File: src/rtl/call_button_conditioner.sv
// call_button_conditioner
// Conditions the raw passenger call/cancel buttons for the call-light FSM.
// Each channel runs through a two-flop synchronizer and a debounce counter
// into a clean level. A single-cycle pulse marks each debounced press.
// Optional feature: define BUTTON_LOCKOUT_EN to suppress press pulses for
// LOCKOUT_CYCLES after each pulse. Levels are never affected by the lockout.
// Channel index 0 is call and index 1 is cncl.
module call_button_conditioner #(
    parameter int DEBOUNCE_CYCLES = 4,
    parameter int LOCKOUT_CYCLES  = 16
) (
    input  logic clk,
    input  logic rst,
    input  logic call_raw,
    input  logic cncl_raw,
    output logic call,
    output logic cncl,
    output logic call_level,
    output logic cncl_level
);

    localparam int CNT_W = $clog2(DEBOUNCE_CYCLES + 1);
    localparam logic [CNT_W-1:0] CNT_LAST = CNT_W'(DEBOUNCE_CYCLES - 1);
    localparam logic [CNT_W-1:0] CNT_ONE  = CNT_W'(1);

    // Out-of-range parameters are rejected at elaboration time.
    if (DEBOUNCE_CYCLES < 1 || DEBOUNCE_CYCLES > 255) begin : g_bad_debounce
        $error("DEBOUNCE_CYCLES must be in 1..255");
    end
    if (LOCKOUT_CYCLES < 1 || LOCKOUT_CYCLES > 65535) begin : g_bad_lockout
        $error("LOCKOUT_CYCLES must be in 1..65535");
    end

    logic [1:0]       raw;
    logic [1:0]       sync1_q;
    logic [1:0]       sync2_q;
    logic [CNT_W-1:0] cnt_q [2];
    logic [CNT_W-1:0] cnt_d [2];
    logic [1:0]       level_q;
    logic [1:0]       level_d;
    logic [1:0]       pulse_q;
    logic [1:0]       pulse_d;
    logic [1:0]       rise;

    assign raw = {cncl_raw, call_raw};

`ifdef BUTTON_LOCKOUT_EN
    localparam int LOCK_W = $clog2(LOCKOUT_CYCLES + 1);
    localparam logic [LOCK_W-1:0] LOCK_LOAD = LOCK_W'(LOCKOUT_CYCLES);
    localparam logic [LOCK_W-1:0] LOCK_ONE  = LOCK_W'(1);

    logic [LOCK_W-1:0] lock_q [2];
    logic [LOCK_W-1:0] lock_d [2];
`endif

    // Debounce decision, press detection and lockout timing for both channels.
    always_comb begin
        cnt_d   = cnt_q;
        level_d = level_q;
        pulse_d = '0;
        rise    = '0;
`ifdef BUTTON_LOCKOUT_EN
        lock_d  = lock_q;
`endif
        for (int ch = 0; ch < 2; ch++) begin
            if (sync2_q[ch] == level_q[ch]) begin
                cnt_d[ch] = '0;
            end else if (cnt_q[ch] == CNT_LAST) begin
                level_d[ch] = sync2_q[ch];
                cnt_d[ch]   = '0;
            end else begin
                cnt_d[ch] = cnt_q[ch] + CNT_ONE;
            end

            rise[ch] = level_d[ch] & ~level_q[ch];

`ifdef BUTTON_LOCKOUT_EN
            // A press inside the window still moves the level, but is not an event.
            pulse_d[ch] = rise[ch] && (lock_q[ch] == '0);
            if (pulse_d[ch]) begin
                lock_d[ch] = LOCK_LOAD;
            end else if (lock_q[ch] != '0) begin
                lock_d[ch] = lock_q[ch] - LOCK_ONE;
            end
`else
            pulse_d[ch] = rise[ch];
`endif
        end
    end

    // State registers with synchronous reset; the sync flops are reset too so
    // a button held through reset is re-debounced from scratch.
    always_ff @(posedge clk) begin
        if (rst) begin
            sync1_q  <= '0;
            sync2_q  <= '0;
            cnt_q[0] <= '0;
            cnt_q[1] <= '0;
            level_q  <= '0;
            pulse_q  <= '0;
`ifdef BUTTON_LOCKOUT_EN
            lock_q[0] <= '0;
            lock_q[1] <= '0;
`endif
        end else begin
            sync1_q  <= raw;
            sync2_q  <= sync1_q;
            cnt_q    <= cnt_d;
            level_q  <= level_d;
            pulse_q  <= pulse_d;
`ifdef BUTTON_LOCKOUT_EN
            lock_q   <= lock_d;
`endif
        end
    end

    assign call       = pulse_q[0];
    assign cncl       = pulse_q[1];
    assign call_level = level_q[0];
    assign cncl_level = level_q[1];

endmodule
File: config.mk
export PLATFORM = sky130hd
export DESIGN_NAME = call_button_conditioner
export DESIGN_NICKNAME = d
export VERILOG_FILES = /design/src/rtl/call_button_conditioner.sv
export SDC_FILE = /design/constraint.sdc
export NUM_CORES = 1
export LEC_CHECK = 0
export ABC_AREA = 1
export ABC_CLOCK_PERIOD_IN_PS = 1100
export BUFFER_PORTS_ARGS = -buffer_cell sky130_fd_sc_hd__buf_2
export CORE_MARGIN = 5
export CORE_UTILIZATION = 35
export CTS_CLUSTER_SIZE = 25
export DETAILED_ROUTE_END_ITERATION = 7
export PLACE_DENSITY = 0.55
export SETUP_SLACK_MARGIN = 0.05
export SLEW_MARGIN = 20
export SYNTH_ARGS = -nofsm -noshare
export SYNTH_HDL_FRONTEND = slang
export SYNTH_SLANG_ARGS = --single-unit
File: constraint.sdc
create_clock -name clk -period 1.1 [get_ports clk]
set_input_delay 0.055 -clock clk [delete_from_list [all_inputs] [get_ports clk]]
set_output_delay 0.055 -clock clk [all_outputs]
set_load 0.1 [all_outputs]
After elaboration in Yosys (flattened, before gate mapping)
Cells that the tools add are included.
{ "totals": {"word_cells": 22, "output_inout_bits": 4, "inputBits": 4, "register_bits": 14} }
{ "op_classes": {"bitwise_logic": 4, "add_sub_neg": 2, "reduce_logical": 2, "n_eq_ne": 4, "mux": 4} }
{ "ops": {"columns": ["cell", "count"], "rows": [
  ["3-bit by 1-bit adder with 3-bit output, second input constant", 2],
  ["3-bit by 2-bit == test with 1-bit output, second input constant", 2],
  ["3-bit OR reduction", 2],
  ["1-bit 2-to-1 mux", 4],
  ["1-bit AND", 2],
  ["1-bit == test", 2],
  ["1-bit NOT", 2]
]} }

Longest topological paths before layout
Gate-level depths: netlist (run 1).
{ "depth": {"word_depth": 4, "ltp_mapped": 5} }

Worst setup path before layout (run 1)
Ideal clock, no wire load.
{ "synth_timing": {"path_type": "register -> register", "start": "register level_q[1]", "end": "register cnt_q[0] in the netlist's numbering", "stages_incl_launch_ff": 5, "period_less_slack_ns": 1.396, "arrival_time_ns": 1.332, "n_path_buf": 0, "setup_ns": 0.064, "slack_ns": -0.296, "path_cell_list": "dfxtp_1 -> inv_1 -> nand2_1 -> nand3_2 -> nor2_1"} }
{ "synth_via": {"elab_chain_len": 2} }
{ "synth_lines": {"columns": ["item", "line_no", "rtl"], "rows": [
  ["start, declared", "39", "logic [1:0] level_q;"],
  ["start signal, assigned", "109", "level_q <= level_d;"],
  ["1-bit == test", "66", "if (sync2_q[ch] == level_q[ch]) begin"],
  ["3-bit OR reduction (no line)", null, null],
  ["end signal, assigned", "108", "cnt_q <= cnt_d;"],
  ["end, declared", "37", "logic [CNT_W-1:0] cnt_q [2];"]
]} }
No other way between the ends.
A chain may end at the register's enable or synchronous reset.

Worst setup path after layout (run 1)
{ "layout_timing": {"start": "register cnt_q[3] in the netlist's numbering", "end": "register cnt_q[3] in the netlist's numbering"} }
{ "layout_via": {"elab_chain_len": 2, "word_cells_on_any_way": 3} }
{ "layout_lines": {"columns": ["item"], "rows": [
  ["branches (longest 2 deep; another with 3-bit by 1-bit adder with 3-bit output)"]
]} }
Several ways; the timed one is not identified.

==> key figures, run 1 <==
Finish
  – # fillers: 147
  – Fin nets: slightly above 80
  – Ratio of cells with drive above 1 in the final layout: 0.347
  – N_diodes: 0
  – P&R area growth vs syn: 35.1%
  – Util after Layout: 0.488

STA
  – Fin Clk Skew: approximately 2 ps
  – Fin crit period: 1010 ps
  – Worst Tran Pin Value: around 280 ps
  – Fin. Hold Viols: 0
  – Final worst path period share: 0.917
  – Max-slew violations: 0
  – RSZ-0062 raised after global routing: yes
  – Slew HR: 0.815
  – # setup viols final: 0
  – Final worst slack: 91.0 ps
  – Peak Freq: between 0.9 and 1 GHz

Floorplan
  – Die W: between 40 and 50 um
  – Core Box Area: approximately 1500 um^2
  – Die area: 2400 um^2
  – Ports: 8
  – Row count: 14
  – Die Y: between 40 and 50 um
  – Initial core utilization: 0.361

Critical path
  – Crit path kind: reg2reg
  – Critical Path AT: between 1000 and 1500 ps
  – Critical Path RT: 1300 ps
  – Critical-path top delay cell: dfxtp_2
  – Crit path launch type: flip-flop
  – CP max FO: 4
  – Worst Setup SP: cnt_q[3]$_SDFF_PP0_
  – Worst-path cell chain: ha_4 > ha_4 > nor2_4 > nand3_2 > nor2_1
  – CP max stage delay: 340 ps
  – Worst r2r src: cnt_q[3]$_SDFF_PP0_
  – Crit path top cell by count: ha_4
  – Critical path's top delay family: flip-flops
  – Crit path capture type: flip-flop
  – Critical path buffer and inverter count: 0

Synthesis
  – Synth warn: 0
  – Post-Syn Instances: 61
  – Synth Cell Area: around 530 um^2
  – Syn nets: 69
  – Yosys cell types: 10
  – Synth Register Bits: 14
  – Sequential-to-total area share from yosys stat: 0.527
  – Synth Area per Inst: 8.72 um^2

Power
  – Peak VDD IR: 0.472 mV
  – Leak: roughly 0.28 nW
  – PD cells: approximately 1200 nW/um^2

Routing
  – Final wirelength: roughly 800 um
  – ANT nets after route: 0
  – Vias post-DR: about 360
  – Mean number of vias per cell: 4.13
  – DR iter-0 viols: 3
  – DR pass1 iterations: 2
  – DRC violations left: 0
  – Wirelength per Cell: a little over 9 um

Hold path
  – HP Class: in2reg
  – Hold path start: rst

Outcome
  – Status: completed

CTS
  – H-tree depth: 1
  – Clk sinks: 14
  – Root buf cell: clkbuf_4
  – Clk buf depth: 2
  – Total CTS buffers: 3
  – CTS tree: done
  – CTS clk-pin slew, worst paths: approximately 70 ps
  – Skew-Pair Late Insertion Delay: ~270 ps

GRT
  – First-pass GRT wire length: 1480 um
  – Number of antenna violations at the first check in global routing: 0
  – Number of global-route vias before repair: 350
  – GRT Total Usage: 0.0817
  – Congestion Overflow GR: 0
  – Largest net degree at the start of global routing: 11

Place
  – Final Wtd Congestion: 0.677
  – DP HPWL: roughly 530 um
  – Dpl ws: -8.94 ps
  – Port-buffer cells: 7

Flow run
  – Max Cap Viol: 0
-- metrics by stage --
step	hold WS (ps)	TNS (ps)	power [mW]	cells	area, um^2
after CTS	101	0	0.846	88	691
after global placement	256	-7.84	0.556	83	613
after floorplan	162	0	0.551	61	539
after detailed placement	263	-22.6	0.557	83	613
after global routing	127	0	0.887	88	718
final	111	0	0.828	88	718
-- cell type report --
type / instances / area, um^2 / area share
repair buffers: 9 / 90.1 / 0.125
multi-input cells: 32 / 240 / 0.334
flip-flops and latches: 14 / 293 / 0.408
inverters: 14 / 52.6 / 0.0732
well taps: 16 / 20.0 / 0.0279
clock buffers: 3 / 22.5 / 0.0314
-- placed cells by master (no fill, tap or decap), types with 3 or more instances in the layout --
cell | synthesis | routed
nor2_1 | 12 | 11
dfxtp_2 | 0 | 4
dfxtp_1 | 14 | 8
nand2_1 | 8 | 8
inv_1 | 14 | 14
ha_4 | 0 | 4
clkbuf_4 | 0 | 3
buf_2 | 0 | 3
-- flip-flops by register name, indices dropped and copies added (netlist names) --
signal	count
cnt_q	6
level_q	2
pulse_q	2
sync1_q	2
sync2_q	2
-- synthesized netlist by cell type --
cell type	instances	area share
nor2_1	12	0.085
nand3_2	2	0.038
a21oi_1	2	0.019
nor2_4	2	0.042
nand2_1	8	0.056
buf_6	1	0.021
inv_1	14	0.099
nand3_1	2	0.019
dfxtp_1	14	0.53
ha_1	4	0.094
-- power breakdown --
part | leakage, nW | internal [mW] | switching [mW] | total [mW]
sequential | 0.117 | 0.511 | 0.00585 | 0.517
clock | 0.0138 | 0.127 | 0.147 | 0.273
combinational | 0.149 | 0.0188 | 0.0186 | 0.0374
total | 0.280 | 0.656 | 0.171 | 0.828
-- cell families (layout without fill, tap and decap cells) --
logic type | Yosys count | count (layout) | synth area share
AO/OA/AOI/OAI | 2 | 2 | 0.0188
buffers and inverters | 15 | 26 | 0.120
AND/OR/NAND/NOR | 26 | 26 | 0.240
adder cells (fa/ha/maj) | 4 | 4 | 0.0941
flip-flops | 14 | 14 | 0.527
-- what timing repair did --
item	4_1_cts	5_1_grt
setup endpoints to repair	8	6
buffers inserted	0	0
resized for setup	8	7
hold buffers	2	0
gates cloned	0	0
endpoints found under the hold margin	2	0
pin swaps	0	11
-- layer usage --
layer	GRT usage	vias to the layer above	share of wire
met1	0.0928	151	0.47
li1	-	202	-
met5	0	-	0
met3	0.0459	2	0.073
met2	0.115	8	0.44
met4	0.0538	0	0.012
-- path summary, 6_finish.rpt --
check / slack [ps] / depth (start not counted) / to
worst max-delay path: 90 / 5 / cnt_q[3]$_SDFF_PP0_
worst min-delay path: 110 / 2 / sync1_q[1]$_SDFF_PP0_
worst max register to register: 90 / 5 / cnt_q[3]$_SDFF_PP0_
worst min register to register: 400 / 2 / sync2_q[1]$_SDFF_PP0_
Note: power is estimated with default switching activity, not from simulation.
==> run 2, diff against run 1 <==
Settings changed: ABC_CLOCK_PERIOD_IN_PS 1100 to 800, PLACE_DENSITY 0.55 to 0.57.
Clock period 1.1 ns to 0.8 ns, I/O delays scaled along.
==> run 2 against run 1 <==
Against the previous run:
- the flow now finishes with violations (setup timing)
- worst setup slack worse by 270 ps
- combinational power up 35%
- sequential share of layout area down 2.4 points
- clock skew up 4.3 ps
- maximum frequency up 2.7%
- die area unchanged
- total power increased by 54%
- clock-buffer cell count grew 1
- non-clock buffer count unchanged
- wire length is 6.6% lower
- final cell count rose by 1.1%
- critical endpoint unchanged
- highest routed layer unchanged
==> key figures, run 2 (same netlist as run 1, synthesis figures left out) <==
STA
  – Final worst slack: -182 ps
  – Fin Clk Skew: between 6 and 7 ps
  – Slew HR: 0.842
  – Setup TNS: -1700 ps
  – Worst Tran Pin Value: between 200 and 250 ps
  – Final worst path period share: 1.23
  – Fin crit period: 982 ps
  – Fin. Hold Viols: 0
  – RSZ-0062 raised after global routing: yes
  – # setup viols final: 14
  – Max-slew violations: 0
  – Peak Freq: 1.02 GHz

GRT
  – GRT Total Usage: 0.0786
  – Number of antenna violations at the first check in global routing: 0
  – Congestion Overflow GR: 0
  – First-pass GRT wire length: approximately 1300 um
  – Largest net degree at the start of global routing: 11
  – Number of global-route vias before repair: 352

Floorplan
  – Ports: 8
  – Initial core utilization: 0.361
  – Die W: roughly 49 um
  – Die area: ~2400 um^2
  – Core Box Area: roughly 1500 um^2
  – Die Y: between 40 and 50 um
  – Row count: 14

Finish
  – Max FFs per register: 6
  – Ratio of cells with drive above 1 in the final layout: 0.452
  – Register with the most flip-flops: cnt_q
  – Non-Filler Instances: a little under 90
  – P&R area growth vs syn: 44.7%
  – Combined flip-flop and latch cell area: between 200 and 300 um^2
  – N_diodes: 0
  – Fin nets: 82
  – Most frequent cells in the layout: 12 x nor2_1, 11 x inv_1, 7 x nand2_1, 6 x dfxtp_2, 6 x dfxtp_1
  – Area of the multi-input gates: between 200 and 300 um^2
  – Util after Layout: 0.523
  – # fillers: approximately 140
  – Most common cell after layout, fill and taps aside: nor2_1

CTS
  – Post-CTS Setup Inserts: 0
  – Skew-Pair Late Insertion Delay: 280 ps
  – CTS tree: done
  – Root buf cell: clkbuf_4
  – H-tree depth: 1
  – CTS clk-pin slew, worst paths: ~90 ps
  – Total CTS buffers: 3
  – Clk buf depth: 2
  – Clk sinks: 14

Place
  – Port-buffer cells: 7
  – Dpl ws: -187 ps
  – Final Wtd Congestion: 0.625
  – DP HPWL: roughly 580 um
  – Placed Cells: 83

Flow run
  – Max Cap Viol: 0

Critical path
  – Critical Path AT: between 1000 and 1500 ps
  – Crit path kind: reg2reg
  – Crit path capture type: flip-flop
  – Crit path launch type: flip-flop
  – Critical Path RT: 1020 ps
  – CP max FO: 4

Hold path
  – HP Class: in2reg

Routing
  – Mean number of vias per cell: between 4 and 5
  – DR iter-0 viols: 2
  – Final wirelength: approximately 750 um
  – DRC violations left: 0
  – DR pass1 iterations: 2
  – Vias post-DR: around 380
  – ANT nets after route: 0
  – Wirelength per Cell: 8.44 um

Outcome
  – Status: complete, but fails checks
  – Violated checks: setup timing

Power
  – PD cells: 1650 nW/um^2
  – PnR Total Power: ~1.3 mW
  – Peak VDD IR: between 0.9 and 1 mV
  – Leak: approximately 0.30 nW
[run 2: cell count changes in the layout (fill, tap and decap cells not counted), sizes merged]
cell and change:
clkbuf +1
[run 2: worst max-delay path: stages, from the launching register on]
cell and delay, ps:
dfxtp_2 340, ha_4 160, ha_4 170, nor2_4 70, nand3_2 80, nor2_1 90
[run 2: area by class of cell]
type | instances | share of cell area
clock buffers | 4 | 0.0472
inverters | 14 | 0.0683
multi-input cells | 32 | 0.325
flip-flops and latches | 14 | 0.384
well taps | 16 | 0.0260
repair buffers | 9 | 0.150
[run 2: path summary, 6_finish.rpt]
| check | startpoint | endpoint | slack (ps) | cells past startpoint |
|---|---|---|---|---|
| max reg2reg | cnt_q[3]$_SDFF_PP0_ | cnt_q[3]$_SDFF_PP0_ | -180 | 5 |
| max | cnt_q[3]$_SDFF_PP0_ | cnt_q[3]$_SDFF_PP0_ | -180 | 5 |
| min reg2reg | sync1_q[1]$_SDFF_PP0_ | sync2_q[1]$_SDFF_PP0_ | 410 | 2 |
| min | rst | sync1_q[0]$_SDFF_PP0_ | 80 | 2 |
[run 2: where the power goes]
| group | total (mW) | switching, mW | internal [mW] |
|---|---|---|---|
| logic | 0.0506 | 0.0248 | 0.0257 |
| registers | 0.711 | 0.00830 | 0.702 |
| clock network | 0.510 | 0.233 | 0.277 |
[run 2: layer usage]
layer  wire [um]  up-vias  GRT usage  share of wire
li1            -      204          -              -
met1         336      159     0.0818           0.45
met2         311       10     0.0978           0.41
met3          59        5     0.0459          0.079
met4          43        0     0.0942          0.057
met5           0        -          0              0
[run 2: repair_timing]
action,in CTS,in global routing
setup endpoints to repair,14,14
pin swaps,4,2
resized for setup,0,2
hold buffers,2,0
hold endpoints to repair,2,0
[run 2: stage by stage]
step | instance area [um^2] | hold slack [ps]
finish | 769 | 77.0
global route | 769 | 84.4
CTS | 767 | 65.8
detailed placement | 711 | 248
global placement | 711 | 240
floorplan | 607 | 147
==> run 3, diff against run 2 <==
==> constraint.sdc (replaced) <==
create_clock -name clk -period 0.8 [get_ports clk]
set_input_delay 0.16 -clock clk [delete_from_list [all_inputs] [get_ports clk]]
set_output_delay 0.16 -clock clk [all_outputs]
set_load 0.1 [all_outputs]
==> run 3 against run 2 <==
Against the previous run:
- the flow still finishes with violations (setup timing)
- sequential share of layout area rose by 1.0 points
- first-iteration DRC count grew 50%
- critical path depth stayed put
- clock power shrank 3%
- die area is the same
- largest cell class unchanged
==> key figures, run 3 (same netlist as run 1, synthesis figures left out) <==
Finish
  – Fin nets: 82
  – Util after Layout: 0.518
  – N_diodes: 0
  – Max FFs per register: 6
  – Most frequent cells in the layout: 12 x inv_1, 12 x nor2_1, 8 x nand2_1, 6 x dfxtp_1
  – Fin area: about 760 um^2
  – Register with the most flip-flops: cnt_q
  – Ratio of cells with drive above 1 in the final layout: 0.438
  – P&R area growth vs syn: 43.3%
  – Non-Filler Instances: 89

Routing
  – Vias post-DR: 377
  – Final wirelength: about 650 um
  – DR iter-0 viols: 3
  – Wirelength per Cell: between 7 and 8 um
  – Mean number of vias per cell: 4.24
  – DR pass1 iterations: 4
  – DRC violations left: 0
  – ANT nets after route: 0

Critical path
  – CP max stage delay: ~340 ps
  – Critical Path RT: 1020 ps
  – Critical Path AT: 1190 ps
  – R2R Setup Slk: -170 ps
  – Critical-path top delay cell: dfxtp_2
  – Critical path buffer and inverter count: 0
  – Worst r2r src: cnt_q[3]$_SDFF_PP0_
  – Crit path kind: reg2reg
  – CP max FO: 4
  – Critical path's top delay family: flip-flops
  – Worst r2r path cells: 5
  – Crit path top cell by count: ha_4
  – Worst-path cell chain: ha_4 > ha_4 > nor2_4 > nand3_2 > nor2_1
  – FF-to-FF End: cnt_q[3]$_SDFF_PP0_
  – Crit path launch type: flip-flop
  – Crit path capture type: flip-flop

CTS
  – Clk sinks: 14
  – CTS clk-pin slew, worst paths: around 80 ps
  – CTS tree: done
  – Total CTS buffers: 3
  – H-tree depth: 1
  – Skew-Pair Late Insertion Delay: 280 ps
  – Clk buf depth: 2
  – Root buf cell: clkbuf_4

STA
  – Peak Freq: around 1 GHz
  – Final worst slack: -171 ps
  – Max-slew violations: 0
  – # setup viols final: 14
  – Final worst path period share: 1.21
  – Fin crit period: ~970 ps
  – Final hold slack: ~76 ps
  – Fin Clk Skew: ~2.2 ps
  – RSZ-0062 raised after global routing: yes
  – Fin. Hold Viols: 0
  – Slew HR: 0.846
  – Worst Tran Pin Value: approximately 230 ps

Floorplan
  – Row count: 14
  – Ports: 8
  – Die area: between 2000 and 2500 um^2
  – Die Y: between 40 and 50 um
  – Die W: just under 50 um
  – Initial core utilization: 0.361
  – Core Box Area: between 1000 and 1500 um^2

Hold path
  – HP Class: in2reg
  – Hold EP: sync1_q[1]$_SDFF_PP0_
  – Hold path start: cncl_raw
  – Hold Path Cell Cnt: 3

GRT
  – Largest net degree at the start of global routing: 11
  – Congestion Overflow GR: 0
  – GRT Total Usage: 0.0661
  – Number of antenna violations at the first check in global routing: 0
  – First-pass GRT wire length: between 1000 and 1500 um
  – Number of global-route vias before repair: roughly 320

Power
  – Leak: 0.298 nW
  – PnR Total Power: ~1.2 mW
  – Peak VDD IR: between 1 and 1.5 mV
  – PD cells: 1630 nW/um^2

Place
  – Placed Cells: between 80 and 90
  – Final Wtd Congestion: ~0.64
  – DP HPWL: 502 um
  – Placed Area: ~710 um^2
  – Port-buffer cells: 7

Outcome
  – Status: complete, but fails checks
  – Violated checks: setup timing

Flow run
  – Max Cap Viol: 0
[run 3: how the worst max path moves through the flow]
stage                   startpoint                   to  cells after the start
6_report       cnt_q[3]$_SDFF_PP0_  cnt_q[3]$_SDFF_PP0_                      5
2_1_floorplan  cnt_q[0]$_SDFF_PP0_  cnt_q[0]$_SDFF_PP0_                      5
3_3_place_gp   cnt_q[3]$_SDFF_PP0_  cnt_q[3]$_SDFF_PP0_                      5
5_1_grt        cnt_q[3]$_SDFF_PP0_  cnt_q[3]$_SDFF_PP0_                      5
4_1_cts        cnt_q[3]$_SDFF_PP0_  cnt_q[4]$_SDFF_PP0_                      5
3_5_place_dp   cnt_q[3]$_SDFF_PP0_  cnt_q[3]$_SDFF_PP0_                      5
[run 3: final cells by class]
type / count / area [um^2]
Clock buffer: 4 / 36.3
Fill cell: 148 / 709
Inverter: 14 / 52.6
Multi-Input combinational cell: 32 / 243
Sequential cell: 14 / 300
Tap cell: 16 / 20.0
Timing Repair Buffer: 9 / 110
[run 3: per-layer routing]
| layer | GRT usage | up-vias | routed length, um |
|---|---|---|---|
| li1 | - | 204 | - |
| met5 | 0 | - | 0 |
| met4 | 0.0807 | 0 | 40 |
| met2 | 0.0870 | 12 | 263 |
| met1 | 0.0708 | 156 | 295 |
| met3 | 0.0275 | 5 | 54 |
[run 3: power breakdown]
part	internal [mW]	switching [mW]	leakage, nW
registers	0.696	0.00765	0.119
clock network	0.277	0.220	0.0210
logic	0.0193	0.0229	0.158
total	0.992	0.250	0.298
[run 3: worst register-to-register path, cell delays in order, from the launching register on]
cell and delay, ps:
dfxtp_2 340, ha_4 160, ha_4 170, nor2_4 70, nand3_2 80, nor2_1 90
[run 3: what timing repair did]
| action | 4_1_cts | 5_1_grt |
|---|---|---|
| buffers inserted | 2 | 0 |
| gates resized for setup | 1 | 0 |
| hold buffers | 0 | 0 |
| setup endpoints to repair | 14 | 14 |
| gates cloned | 0 | 0 |
| pin swaps | 5 | 0 |
[run 3: through the flow]
step           setup slack, ps  TNS [ps]
2_1_floorplan             -123      -943
3_3_place_gp              -173     -1270
3_5_place_dp              -178     -1340
4_1_cts                   -183     -2160
5_1_grt                   -235     -2700
6_report                  -171     -2000
